**config.mk**
```make
export PLATFORM = sky130hd
export DESIGN_NAME = ycbcr2rgb
export DESIGN_NICKNAME = d
export VERILOG_FILES = /design/src/rtl/ycbcr2rgb.sv
export SDC_FILE = /design/constraint.sdc
export NUM_CORES = 1
export LEC_CHECK = 0
export ABC_CLOCK_PERIOD_IN_PS = 5000
export BUFFER_PORTS_ARGS = -buffer_cell sky130_fd_sc_hd__buf_2
export CAP_MARGIN = 15
export CORE_MARGIN = 5
export CORE_UTILIZATION = 35
export DETAILED_ROUTE_END_ITERATION = 10
export PLACE_DENSITY = 0.5
export SETUP_SLACK_MARGIN = 0.02
export SYNTH_ARGS = -nofsm -noshare
export SYNTH_HDL_FRONTEND = slang
export SYNTH_SLANG_ARGS = --single-unit
```
**constraint.sdc**
```tcl
create_clock -name clk -period 5 [get_ports clk]
set_input_delay 0.75 -clock clk [delete_from_list [all_inputs] [get_ports clk]]
set_output_delay 0.75 -clock clk [all_outputs]
set_load 0.005 [all_outputs]
```
**src/rtl/ycbcr2rgb.sv**
```systemverilog
// Full-range BT.601 YCbCr 4:4:4 to RGB888 converter, 3-stage pipeline with delay-matched timing.
// Define YCBCR2RGB_OUT_REG_EN to add one output register stage (latency 4 instead of 3).
module ycbcr2rgb #(
    parameter int C_RV = 359,
    parameter int C_GU = 88,
    parameter int C_GV = 183,
    parameter int C_BU = 454
) (
    input  logic        clk,
    input  logic        rst_n,
    input  logic        de_in,
    input  logic        hsync_in,
    input  logic        vsync_in,
    input  logic [23:0] pixel_in,
    output logic        de_out,
    output logic        hsync_out,
    output logic        vsync_out,
    output logic [23:0] pixel_out
);

    // Worst-case sum is 65280 + 58112 + 128, so 20 signed bits never overflow.
    localparam int W = 20;
    typedef logic signed [W-1:0] acc_t;

    localparam acc_t K_RV = acc_t'(C_RV);
    localparam acc_t K_GU = acc_t'(C_GU);
    localparam acc_t K_GV = acc_t'(C_GV);
    localparam acc_t K_BU = acc_t'(C_BU);
    localparam acc_t K_RND = acc_t'(128);

    function automatic acc_t sext9(input logic signed [8:0] x);
        sext9 = {{(W-9){x[8]}}, x};
    endfunction

    // Floor-divide by 256, then saturate into 0..255.
    function automatic logic [7:0] clamp8(input acc_t s);
        acc_t q;
        q = s >>> 8;
        if (q[W-1]) begin
            clamp8 = 8'h00;
        end else if (|q[W-2:8]) begin
            clamp8 = 8'hff;
        end else begin
            clamp8 = q[7:0];
        end
    endfunction

    logic signed [8:0] y_r, u_r, v_r;
    logic        [2:0] sync1_r, sync2_r, sync3_r;
    acc_t              ys_r, pr_r, pg_r, pb_r;
    acc_t              ys_s, pr_s, pg_s, pb_s;
    acc_t              sum_r_s, sum_g_s, sum_b_s;
    logic       [23:0] rgb_s;
    logic       [23:0] pix3_r;

    // Stage 1: remove chroma offset, capture timing.
    always_ff @(posedge clk or negedge rst_n) begin
        if (!rst_n) begin
            y_r     <= '0;
            u_r     <= '0;
            v_r     <= '0;
            sync1_r <= 3'b000;
        end else begin
            y_r     <= {1'b0, pixel_in[23:16]};
            u_r     <= {1'b0, pixel_in[15:8]} - 9'd128;
            v_r     <= {1'b0, pixel_in[7:0]} - 9'd128;
            sync1_r <= {de_in, hsync_in, vsync_in};
        end
    end

    // Stage 2 products in Q8.
    always_comb begin
        ys_s = sext9(y_r) <<< 8;
        pr_s = K_RV * sext9(v_r);
        pg_s = K_GU * sext9(u_r) + K_GV * sext9(v_r);
        pb_s = K_BU * sext9(u_r);
    end

    // Stage 2: register products and timing.
    always_ff @(posedge clk or negedge rst_n) begin
        if (!rst_n) begin
            ys_r    <= '0;
            pr_r    <= '0;
            pg_r    <= '0;
            pb_r    <= '0;
            sync2_r <= 3'b000;
        end else begin
            ys_r    <= ys_s;
            pr_r    <= pr_s;
            pg_r    <= pg_s;
            pb_r    <= pb_s;
            sync2_r <= sync1_r;
        end
    end

    // Stage 3 rounding sums and clamp.
    always_comb begin
        sum_r_s = ys_r + pr_r + K_RND;
        sum_g_s = ys_r - pg_r + K_RND;
        sum_b_s = ys_r + pb_r + K_RND;
        rgb_s   = {clamp8(sum_r_s), clamp8(sum_g_s), clamp8(sum_b_s)};
    end

    // Stage 3: register result, blanked outside active video.
    always_ff @(posedge clk or negedge rst_n) begin
        if (!rst_n) begin
            pix3_r  <= 24'h000000;
            sync3_r <= 3'b000;
        end else begin
            pix3_r  <= sync2_r[2] ? rgb_s : 24'h000000;
            sync3_r <= sync2_r;
        end
    end

`ifdef YCBCR2RGB_OUT_REG_EN
    logic [23:0] pix4_r;
    logic  [2:0] sync4_r;

    // Extra output stage; blanking already applied upstream with the matching de.
    always_ff @(posedge clk or negedge rst_n) begin
        if (!rst_n) begin
            pix4_r  <= 24'h000000;
            sync4_r <= 3'b000;
        end else begin
            pix4_r  <= pix3_r;
            sync4_r <= sync3_r;
        end
    end

    assign pixel_out = pix4_r;
    assign de_out    = sync4_r[2];
    assign hsync_out = sync4_r[1];
    assign vsync_out = sync4_r[0];
`else
    assign pixel_out = pix3_r;
    assign de_out    = sync3_r[2];
    assign hsync_out = sync3_r[1];
    assign vsync_out = sync3_r[0];
`endif

endmodule

```
==> metrics.md, run 1 <==
| Metric | Value |
|---|---|
| Area added between synthesis and finish | `14.8%` |
| Number of global-route vias before repair | `6,596` |
| Cell variety after synth | `66` |
| Endpoint, Worst Hold | `sync2_r[2]` |
| CP Capture Type | `register` |
| Hold violation total from the final report | `0` |
| DP Cell Count | `1,332` |
| Total leakage power | `0.00575 µW` |
| CTS tree | `done` |
| RSZ-0062 raised after global routing | `true` |
| Post-CTS Hold Fix Bufs | `0` |
| Maximum fanout count along the critical path | `3` |
| Peak ir drop on the vdd network | `0.284 mV` |
| Area share of the largest cell type after synthesis | `0.285` |
| Antenna Diode Count | `0` |
| Clock-pin slew on the worst setup and hold paths | `80 ps` |
| Horizontal die dimension | `175 µm` |
| Slew at the pin closest to its max-slew limit | `838 ps` |
| Fin cells | `1,352` |
| Net count, final | `1,289` |
| Setup slack on the worst flop-to-flop path | `170 ps` |
| Worst hold path depth | `0` |
| H-tree levels | `3` |
| Overall fraction of global-route tracks in use | `0.136` |
| Slew margin rel. | `0.441` |
| Post-synthesis sequential area ratio | `0.285` |
| Wire length of the first global-routing pass | `33.4 mm` |
| Hold/Removal Path Class | `reg -> reg` |
| Most common cell after layout, fill and taps aside | `sky130_fd_sc_hd__inv_1` |
| Most area-hungry cell type in the Yosys netlist | `sky130_fd_sc_hd__dfrtp_1` |
| Worst reg2reg endpoint | `pg_r[18]` |
| RD Place Congestion | `0.799` |
| Number of flops mapped to enable cells by yosys | `0` |
| DRT Wirelength | `19.4 mm` |
| Total non-filler cell area in the finished layout | `0.0109 mm²` |
| Vias post-DR | `6,091` |
| Final total negative setup slack | `0 ps` |
| Fraction of the cycle the final worst path needs | `0.966` |
| Run status | `finished clean` |
| Half-perimeter wire length of the detailed placement result | `16.6 mm` |
| Worst slack after detailed placement | `-19.1 ps` |
| Synth async-reset ratio | `1.00` |
| Number of failing setup endpoints in the final timing report | `0` |
| Total cell area at the placement stage | `0.0104 mm²` |
| Flip-flop and latch count after synthesis | `108` |
| Via-to-Cell Ratio | `4.51` |
| Final WS setup | `169 ps` |
| Kind of critical path | `reg -> reg` |
| Fin. max-slew vios | `0` |
| Count of standard-cell rows | `60` |
| Startpoint of the worst-slack reg-to-reg timing path | `u_r[1]` |
| Filler Cells Inserted | `2,612` |
| Number of sinks on the clock net | `108` |
| Worst skew pair latency | `350 ps` |
| DRC marker count from the first detailed-route iteration | `235` |
| Buffers added on ports | `55` |
| Number of standard cells after synthesis | `910` |
| Max Clock Freq | `0.207 GHz` |
| Remaining antenna violation count after routing | `0` |
| Startpoint of the tightest hold check path | `sync1_r[2]` |
| Number of max-cap violations | `0` |
| Netlist area before placement | `0.00949 mm²` |
| Total CTS buffers | `9` |
| Full die area | `0.0305 mm²` |
| Required time reported for the critical path endpoint | `5230 ps` |
| IO Pins | `56` |
| Power density over cell area | `563 mW/mm²` |
| Total iterations of the first detailed-routing run | `6` |
| Arrival @ worst endpoint | `5060 ps` |
| Mean area per synthesized cell | `10.4 µm²` |
| Length in cells of the worst reg-to-reg path | `20` |
| Dominant register cell in the synthesized netlist | `sky130_fd_sc_hd__dfrtp_1` |
| Effective utilization at floorplan | `0.354` |
| Antenna violations before repair | `0` |
| Maximum number of pins on one net before global-route repair | `69` |
| Clk buf depth | `2` |
| Clock Tree Root | `sky130_fd_sc_hd__clkbuf_16` |
| Die Height | `175 µm` |
| Crit path launch type | `register` |
| Syn_nets | `1,193` |
| Post-layout minimum cycle time | `4830 ps` |
| Hold_ws | `351 ps` |
| Highest-count cells in the layout ignoring fill and taps | `sky130_fd_sc_hd__inv_1 (187), sky130_fd_sc_hd__ha_1 (173), sky130_fd_sc_hd__dfrtp_1 (103)` |
| Detailed-route DRC error count | `0` |
| Routed length per instance | `14.4 µm` |
| Fraction of layout cells with a size suffix above 1 | `0.157` |
| Ranking of synthesized cells by area | `sky130_fd_sc_hd__dfrtp_1 (28%), sky130_fd_sc_hd__ha_1 (24%), sky130_fd_sc_hd__fa_1 (15%), sky130_fd_sc_hd__inv_1 (7.6%), sky130_fd_sc_hd__xnor2_1 (4.0%)` |
| Gr ovfl total | `0` |
| Placeable core region | `0.0268 mm²` |
| Post-Route Skew | `12.6 ps` |
| Ys Warns | `0` |
==> cell families after synthesis <==
logic type / count (synthesis) / share of synthesized area
buffers and inverters: 194 / 0.0775
and+or+nand+nor: 133 / 0.0700
muxes: 3 / 0.00369
xor gates and xnor gates: 64 / 0.0591
adders and majority gates: 254 / 0.391
AOI/OAI and AO/OA: 154 / 0.114
DFF: 108 / 0.285
==> cell type report <==
| class | count | area [µm²] | share of cell area |
|---|---|---|---|
| Timing Repair Buffer | 88 | 529 | 0.0486 |
| Clock buffer | 9 | 225 | 0.0207 |
| Inverter | 191 | 717 | 0.0658 |
| Sequential cell | 108 | 2710 | 0.249 |
| Multi-Input combinational cell | 608 | 6220 | 0.571 |
| Clock inverter | 7 | 67.6 | 0.00620 |
| Tap cell | 341 | 427 | 0.0392 |
==> worst max path at each step <==
stage	from	end	slack, ps	depth (start not counted)
2_1_floorplan	u_r[1]	pg_r[18]	40	18
3_3_place_gp	u_r[1]	pg_r[18]	40	18
3_5_place_dp	u_r[1]	pg_r[18]	-20	18
4_1_cts	u_r[1]	pg_r[18]	30	18
5_1_grt	u_r[1]	pg_r[18]	-30	19
6_report	u_r[1]	pg_r[18]	170	20
==> where the power goes <==
group	switching, µW	leakage [µW]	internal, µW
Sequential	106	0.00127	1170
Combinational	2150	0.00434	2000
Clock	361	0.000145	352
==> registers in the layout, indices dropped and copies added (netlist names) <==
signal / count
y_r: 8
sync2_r: 3
u_r: 8
ys_r: 8
pr_r: 12
pixel_out: 24
sync3_r: 3
v_r: 8
sync1_r: 3
pb_r: 12
pg_r: 19
==> Yosys cell counts (3+ instances only) <==
| cell | n |
|---|---|
| sky130_fd_sc_hd__xnor2_1 | 43 |
| sky130_fd_sc_hd__inv_1 | 191 |
| sky130_fd_sc_hd__fa_1 | 71 |
| sky130_fd_sc_hd__o21a_1 | 11 |
| sky130_fd_sc_hd__ha_1 | 183 |
| sky130_fd_sc_hd__o41a_1 | 4 |
| sky130_fd_sc_hd__nor2b_1 | 11 |
| sky130_fd_sc_hd__nand3_1 | 9 |
| sky130_fd_sc_hd__o21ai_1 | 5 |
| sky130_fd_sc_hd__xor2_1 | 21 |
| sky130_fd_sc_hd__o21bai_1 | 6 |
| sky130_fd_sc_hd__or2_2 | 7 |
| sky130_fd_sc_hd__nand2b_1 | 8 |
| sky130_fd_sc_hd__nor2_1 | 42 |
| sky130_fd_sc_hd__nand2_1 | 23 |
| sky130_fd_sc_hd__a31oi_1 | 3 |
| sky130_fd_sc_hd__dfrtp_1 | 108 |
| sky130_fd_sc_hd__a211oi_1 | 3 |
| sky130_fd_sc_hd__a21o_1 | 30 |
| sky130_fd_sc_hd__nor3_1 | 16 |
| sky130_fd_sc_hd__a21oi_1 | 45 |
| sky130_fd_sc_hd__o21ai_0 | 15 |
==> per-layer routing <==
layer  vias up  wire, µm  global-route usage
met3        13       521              0.0208
met1      2824      9630               0.187
li1       3175         -                   -
met4         0       416              0.0403
met2        79      8880               0.221
met5         -         0                   0
==> metrics by stage <==
stage          power, µW  utilization
3_5_place_dp        5180        0.388
2_1_floorplan       4170            -
6_report            6140        0.407
3_3_place_gp        5160        0.388
5_1_grt             6810        0.407
4_1_cts             6070        0.404
==> worst max-delay path: stages (launching register included) <==
cell and delay [ps]:
sky130_fd_sc_hd__dfrtp_2 430, sky130_fd_sc_hd__ha_4 250, sky130_fd_sc_hd__fa_1 540, sky130_fd_sc_hd__ha_4 220, sky130_fd_sc_hd__a21o_1 200, sky130_fd_sc_hd__buf_4 140
sky130_fd_sc_hd__a21oi_2 140, sky130_fd_sc_hd__o21bai_1 90, sky130_fd_sc_hd__xor2_1 150, sky130_fd_sc_hd__ha_1 270, sky130_fd_sc_hd__inv_1 40, sky130_fd_sc_hd__fa_1 460
sky130_fd_sc_hd__fa_1 540, sky130_fd_sc_hd__inv_1 60, sky130_fd_sc_hd__ha_4 260, sky130_fd_sc_hd__nor3_2 200, sky130_fd_sc_hd__nor2_2 70, sky130_fd_sc_hd__o41ai_4 60
sky130_fd_sc_hd__nor2_1 90, sky130_fd_sc_hd__o41a_1 380, sky130_fd_sc_hd__xnor2_1 140
==> timing repair <==
item                       4_1_cts  5_1_grt
setup endpoints to repair        4        9
gates resized for setup         16       20
pin swaps                       15        7
setup buffers                    3        1
hold endpoints to repair         0        0
(Power assumes the default switching activity.)
==> inputs of run 2 (changes only) <==
RECOVER_POWER = 25   (was unset)
==> run 2 against run 1 <==
  * The run now ends with max-capacitance violations, max-slew violations left
  * Combinational power is essentially flat
  * Power about the same
  * Worst hold slack hardly changed
  * Clock skew hardly changed
  * Cell area about the same
  * Count of clock-buffer cells in the layout is the same
  * Wire length barely moved
  * Flip-flop and latch count unchanged
  * Highest routed layer unchanged
==> metrics.md, run 2 (same netlist as run 1, synthesis figures left out) <==
| Metric | Value |
|---|---|
| Wire length of the first global-routing pass | `33.4 mm (unchanged)` |
| Hold_ws | `351 ps (-0.00200 ps)` |
| Buffers plus inverters on the worst setup path | `3 (unchanged)` |
| Highest-count cells in the layout ignoring fill and taps | `sky130_fd_sc_hd__inv_1 (187), sky130_fd_sc_hd__ha_1 (173), sky130_fd_sc_hd__dfrtp_1 (104)` |
| RD Place Congestion | `0.799 (unchanged)` |
| Gr ovfl total | `0 (unchanged)` |
| Startpoint of the tightest hold check path | `sync1_r[2]` |
| Maximum number of pins on one net before global-route repair | `69 (unchanged)` |
| Clock-pin slew on the worst setup and hold paths | `80 ps (about the same)` |
| DRT Wirelength | `19.4 mm (about the same)` |
| Horizontal die dimension | `175 µm (unchanged)` |
| Hold/Removal Path Class | `reg -> reg` |
| Clk buf depth | `2 (unchanged)` |
| Max Clock Freq | `0.207 GHz (about the same)` |
| Setup slack on the worst flop-to-flop path | `170 ps (about the same)` |
| Final WS setup | `170 ps (+1.18 ps)` |
| CP Capture Type | `register` |
| Required time reported for the critical path endpoint | `5230 ps (about the same)` |
| Number of max-cap violations | `1 (+1)` |
| Endpoint, Worst Hold | `sync2_r[2]` |
| Slowest CP cell | `sky130_fd_sc_hd__fa_1` |
| Slew margin rel. | `-1.34 (-1.79)` |
| Total leakage power | `0.00575 µW (-0.14%)` |
| Total CTS buffers | `9 (unchanged)` |
| Final core utilization | `0.406 (about the same)` |
| Number of failing setup endpoints in the final timing report | `0 (unchanged)` |
| Worst skew pair latency | `350 ps (about the same)` |
| Filler Cells Inserted | `2,613 (+0.038%)` |
| Effective utilization at floorplan | `0.354 (unchanged)` |
| Area added between synthesis and finish | `14.7% (about the same)` |
| Remaining antenna violation count after routing | `0 (unchanged)` |
| Maximum fanout count along the critical path | `3 (unchanged)` |
| Number of global-route vias before repair | `6,596 (unchanged)` |
| H-tree levels | `3 (unchanged)` |
| Worst slack after detailed placement | `-19.1 ps (unchanged)` |
| Die Height | `175 µm (unchanged)` |
| Power density over cell area | `564 mW/mm² (about the same)` |
| Most common cell after layout, fill and taps aside | `sky130_fd_sc_hd__inv_1` |
| Worst reg2reg endpoint | `pg_r[18]` |
| Total non-filler cell area in the finished layout | `0.0109 mm² (about the same)` |
| Largest incremental delay on the critical path | `540 ps (about the same)` |
| Number of sinks on the clock net | `108 (unchanged)` |
| Violations in the final reports | `max-capacitance violations, max-slew violations` |
| Startpoint of the worst-slack reg-to-reg timing path | `u_r[1]` |
| Detailed-route DRC error count | `0 (unchanged)` |
| Flip-flop count of the largest register after layout | `24 (unchanged)` |
| Fraction of the cycle the final worst path needs | `0.966 (about the same)` |
| Antenna violations before repair | `0 (unchanged)` |
| Routed length per instance | `14.4 µm (about the same)` |
| DRC marker count from the first detailed-route iteration | `235 (unchanged)` |
| RSZ-0062 raised after global routing | `true` |
| Post-Route Skew | `12.7 ps (+0.0548 ps)` |
| Crit path launch type | `register` |
| Cells traversed along the worst timing path | `ha_4 -> fa_1 -> ha_4 -> a21o_1 -> buf_4 -> a21oi_2 -> o21bai_1 -> xor2_1 -> ha_1 -> inv_1 -> fa_1 -> fa_1 -> inv_1 -> ha_4 -> nor3_2 -> nor2_2 -> o41ai_4 -> nor2_1 -> o41a_1 -> xnor2_1` |
| Delay-heaviest family, CP | `adder cells` |
| Length in cells of the worst reg-to-reg path | `20 (unchanged)` |
| Hold violation total from the final report | `0 (unchanged)` |
| Fin. max-slew vios | `69 (+69)` |
| Net count, final | `1,289 (unchanged)` |
| Overall fraction of global-route tracks in use | `0.136 (unchanged)` |
| Half-perimeter wire length of the detailed placement result | `16.6 mm (unchanged)` |
| Total iterations of the first detailed-routing run | `6 (unchanged)` |
| Count of standard-cell rows | `60 (unchanged)` |
| Run status | `complete, but fails checks` |
| Full die area | `0.0305 mm² (unchanged)` |
| Final total negative setup slack | `0 ps (unchanged)` |
| Antenna Diode Count | `0 (unchanged)` |
| IO Pins | `56 (unchanged)` |
| Post-layout minimum cycle time | `4830 ps (-1.18 ps)` |
| Fraction of layout cells with a size suffix above 1 | `0.153 (-0.00396)` |
| Via-to-Cell Ratio | `4.51 (+0.20%)` |
| CTS tree | `done` |
| Buffers added on ports | `55 (unchanged)` |
| Peak ir drop on the vdd network | `0.284 mV (about the same)` |
| Vias post-DR | `6,103 (+0.20%)` |
| Placeable core region | `0.0268 mm² (unchanged)` |
| Slew at the pin closest to its max-slew limit | `3520 ps (+2680 ps)` |
| Total cell area at the placement stage | `0.0104 mm² (unchanged)` |
| Kind of critical path | `reg -> reg` |
| Arrival @ worst endpoint | `5060 ps (about the same)` |
| Worst hold path depth | `0 (unchanged)` |
| Clock Tree Root | `sky130_fd_sc_hd__clkbuf_16` |
## run 2: how the worst max path moves through the flow
stage	endpoint	cells after the start	slack [ps]	from
floorplan	pg_r[18]	18	40	u_r[1]
global placement	pg_r[18]	18	40	u_r[1]
detailed placement	pg_r[18]	18	-20	u_r[1]
CTS	pg_r[18]	18	30	u_r[1]
global route	pg_r[18]	19	-30	u_r[1]
finish	pg_r[18]	20	170	u_r[1]
## run 2: layout make-up
cell class                      count  area [µm²]  share of cell area
Inverter                          191         717              0.0658
Clock inverter                      7        67.6             0.00620
Clock buffer                        9         225              0.0207
Tap cell                          341         427              0.0392
Multi-Input combinational cell    608        6220               0.571
Timing Repair Buffer               88         523              0.0480
Sequential cell                   108        2710               0.249
## run 2: power breakdown
part | total, µW | switching, µW | internal [µW] | leakage [µW]
Sequential | 1270 | 106 | 1170 | 0.00128
Combinational | 4150 | 2150 | 2000 | 0.00433
Clock | 713 | 361 | 352 | 0.000145
## run 2: metal layers
layer  part of all wire  wire [µm]  track usage
met2               0.46       8890        0.221
met1               0.50       9630        0.187
met5                  0          0            0
met3              0.026        512       0.0208
met4              0.021        416       0.0403
## run 2: through the flow
stage / power [µW] / std cells
2_1_floorplan: 4170 / 910
3_3_place_gp: 5160 / 1332
3_5_place_dp: 5180 / 1332
4_1_cts: 6070 / 1351
5_1_grt: 6810 / 1352
6_report: 6140 / 1352
## run 2: repair_timing
action | in CTS | in global routing
gates resized for setup | 16 | 20
pin swaps | 15 | 7
hold buffers | 0 | 0
gates cloned | 0 | 0
buffers inserted | 3 | 1
endpoints found under the setup margin | 4 | 9
==> inputs of run 3 (changes only) <==
CELL_PAD_IN_SITES_DETAIL_PLACEMENT = 1   (was unset)
CELL_PAD_IN_SITES_GLOBAL_PLACEMENT = 1   (was unset)
PLACE_DENSITY = 0.6   (was 0.5)
==> run 3 against run 2 <==
  * The run now ends clean
  * Cell count rose by 0.15%
  * Power is 4.8% higher
  * First-iteration DRC count decreased by 29%
  * Cell area is 0.57% higher
  * Combinational power grew 6.5%
==> metrics.md, run 3 (same netlist as run 1, synthesis figures left out) <==
| Metric | Value |
|---|---|
| Number of global-route vias before repair | `6,868 (+4.1%)` |
| Post-layout minimum cycle time | `4820 ps (-14.0 ps)` |
| Placeable core region | `0.0268 mm² (unchanged)` |
| CP Capture Type | `register` |
| Maximum number of pins on one net before global-route repair | `47 (-32%)` |
| H-tree levels | `3 (unchanged)` |
| RSZ-0062 raised after global routing | `true` |
| CTS tree | `done` |
| DRC marker count from the first detailed-route iteration | `167 (-29%)` |
| Slew margin rel. | `0.112 (+1.46)` |
| Power density over cell area | `587 mW/mm² (+4.2%)` |
| Vias post-DR | `6,338 (+3.9%)` |
| Number of max-cap violations | `0 (-1)` |
| Horizontal die dimension | `175 µm (unchanged)` |
| Gr ovfl total | `0 (unchanged)` |
| Worst skew pair latency | `360 ps (about the same)` |
| Die Height | `175 µm (unchanged)` |
| Full die area | `0.0305 mm² (unchanged)` |
| Total CTS buffers | `9 (unchanged)` |
| Clk buf depth | `2 (unchanged)` |
| Post-Route Skew | `12.1 ps (-0.617 ps)` |
| IO Pins | `56 (unchanged)` |
| Clock-pin slew on the worst setup and hold paths | `80 ps (about the same)` |
| DRT Wirelength | `21.9 mm (+13%)` |
| Total leakage power | `0.00576 µW (+0.24%)` |
| Peak ir drop on the vdd network | `0.332 mV (+17%)` |
| Net count, final | `1,291 (+0.16%)` |
| Arrival @ worst endpoint | `5100 ps (+40 ps)` |
| Maximum fanout count along the critical path | `3 (unchanged)` |
| Number of sinks on the clock net | `108 (unchanged)` |
| Required time reported for the critical path endpoint | `5290 ps (+60 ps)` |
| Fraction of layout cells with a size suffix above 1 | `0.166 (+0.0125)` |
| Antenna Diode Count | `0 (unchanged)` |
| Total cell area at the placement stage | `0.0104 mm² (+0.14%)` |
| RD Place Congestion | `0.794 (-0.56%)` |
| Remaining antenna violation count after routing | `0 (unchanged)` |
| Detailed-route DRC error count | `0 (unchanged)` |
| Number of failing setup endpoints in the final timing report | `0 (unchanged)` |
| Fin. max-slew vios | `0 (-100%)` |
| Post-CTS Hold Fix Bufs | `0 (unchanged)` |
| Clock Tree Root | `sky130_fd_sc_hd__clkbuf_16` |
| Total iterations of the first detailed-routing run | `4 (-2)` |
| Buffers added on ports | `55 (unchanged)` |
| Count of standard-cell rows | `60 (unchanged)` |
| Hold/Removal Path Class | `reg -> reg` |
| Kind of critical path | `reg -> reg` |
| Max Clock Freq | `0.208 GHz (+0.29%)` |
| Highest-count cells in the layout ignoring fill and taps | `sky130_fd_sc_hd__inv_1 (185), sky130_fd_sc_hd__ha_1 (173), sky130_fd_sc_hd__dfrtp_1 (104)` |
| Slew at the pin closest to its max-slew limit | `1330 ps (-2180 ps)` |
| Fraction of the cycle the final worst path needs | `0.963 (-0.00281)` |
| Flip-flop count of the largest register after layout | `24 (unchanged)` |
| Effective utilization at floorplan | `0.354 (unchanged)` |
| Run status | `finished clean` |
| Half-perimeter wire length of the detailed placement result | `18.3 mm (+10%)` |
| Via-to-Cell Ratio | `4.68 (+3.7%)` |
| Hold violation total from the final report | `0 (unchanged)` |
| Routed length per instance | `16.2 µm (+13%)` |
| Antenna violations before repair | `0 (unchanged)` |
| Total non-filler cell area in the finished layout | `0.0110 mm² (+0.57%)` |
| Overall fraction of global-route tracks in use | `0.150 (+0.0142)` |
| Crit path launch type | `register` |
| Hold_ws | `356 ps (+5.14 ps)` |
| Wire length of the first global-routing pass | `36.6 mm (+9.5%)` |
| Most common cell after layout, fill and taps aside | `sky130_fd_sc_hd__inv_1` |
| Area added between synthesis and finish | `15.4%` |
==> run 3: cell type report <==
cell class	instances	area [µm²]
Sequential cell	108	2710
Clock buffer	9	225
Inverter	191	717
Tap cell	341	427
Fill cell	2970	15800
Multi-Input combinational cell	608	6260
Clock inverter	7	72.6
Timing Repair Buffer	90	543
==> run 3: worst max-delay path: stages (launching register included) <==
cell                       delay [ps]
sky130_fd_sc_hd__dfrtp_2          440
sky130_fd_sc_hd__ha_4             280
sky130_fd_sc_hd__fa_1             410
sky130_fd_sc_hd__ha_1             320
sky130_fd_sc_hd__a21o_1           210
sky130_fd_sc_hd__xor2_1           160
sky130_fd_sc_hd__fa_1             500
sky130_fd_sc_hd__inv_2             40
sky130_fd_sc_hd__fa_1             460
sky130_fd_sc_hd__fa_1             510
sky130_fd_sc_hd__inv_2             50
sky130_fd_sc_hd__ha_4             210
sky130_fd_sc_hd__buf_4            140
sky130_fd_sc_hd__o21ai_2           70
sky130_fd_sc_hd__a21boi_2          80
sky130_fd_sc_hd__o21ai_1          260
sky130_fd_sc_hd__a21oi_1          130
sky130_fd_sc_hd__a221oi_1         290
sky130_fd_sc_hd__xor2_1           180
==> run 3: repair_timing <==
| item | CTS | global route |
|---|---|---|
| resized for setup | 20 | 31 |
| pin swaps | 18 | 16 |
| endpoints found under the setup margin | 4 | 9 |
| gates cloned | 0 | 0 |
| buffers inserted | 2 | 2 |
==> run 3: where the power goes <==
part	internal [µW]	switching [µW]	total [µW]
Sequential	1170	109	1280
Combinational	2080	2330	4420
Clock	353	387	740
Total	3600	2830	6430
==> run 3: metal layers <==
layer / GRT usage / wire [µm] / vias to the layer above
li1: - / - / 3179
met1: 0.209 / 10700 / 3062
met2: 0.250 / 10400 / 78
met3: 0.0134 / 476 / 19
met4: 0.0422 / 343 / 0
met5: 0 / 0 / -
==> run 3: stage by stage <==
step           power [µW]  setup WS, ps   util  std cells  TNS, ps
2_1_floorplan        4170          36.4      -        910        0
3_3_place_gp         5180          26.9  0.389       1334        0
3_5_place_dp         5250         -76.3  0.389       1334     -129
4_1_cts              6180         -27.8  0.404       1352    -27.8
5_1_grt              7100         -26.7  0.409       1354    -46.8
6_report             6430           184  0.409       1354        0
==> run 3: final timing paths <==
check / from / depth (start not counted) / endpoint / slack [ps]
setup / recovery: u_r[1] / 18 / pg_r[17] / 180
hold / removal: y_r[4] / 0 / ys_r[12] / 360
setup reg to reg: u_r[1] / 18 / pg_r[17] / 180
hold reg to reg: y_r[4] / 0 / ys_r[12] / 360
max in group asynchronous: rst_n / 2 / y_r[2] / 3080
min in group asynchronous: rst_n / 1 / v_r[3] / 660
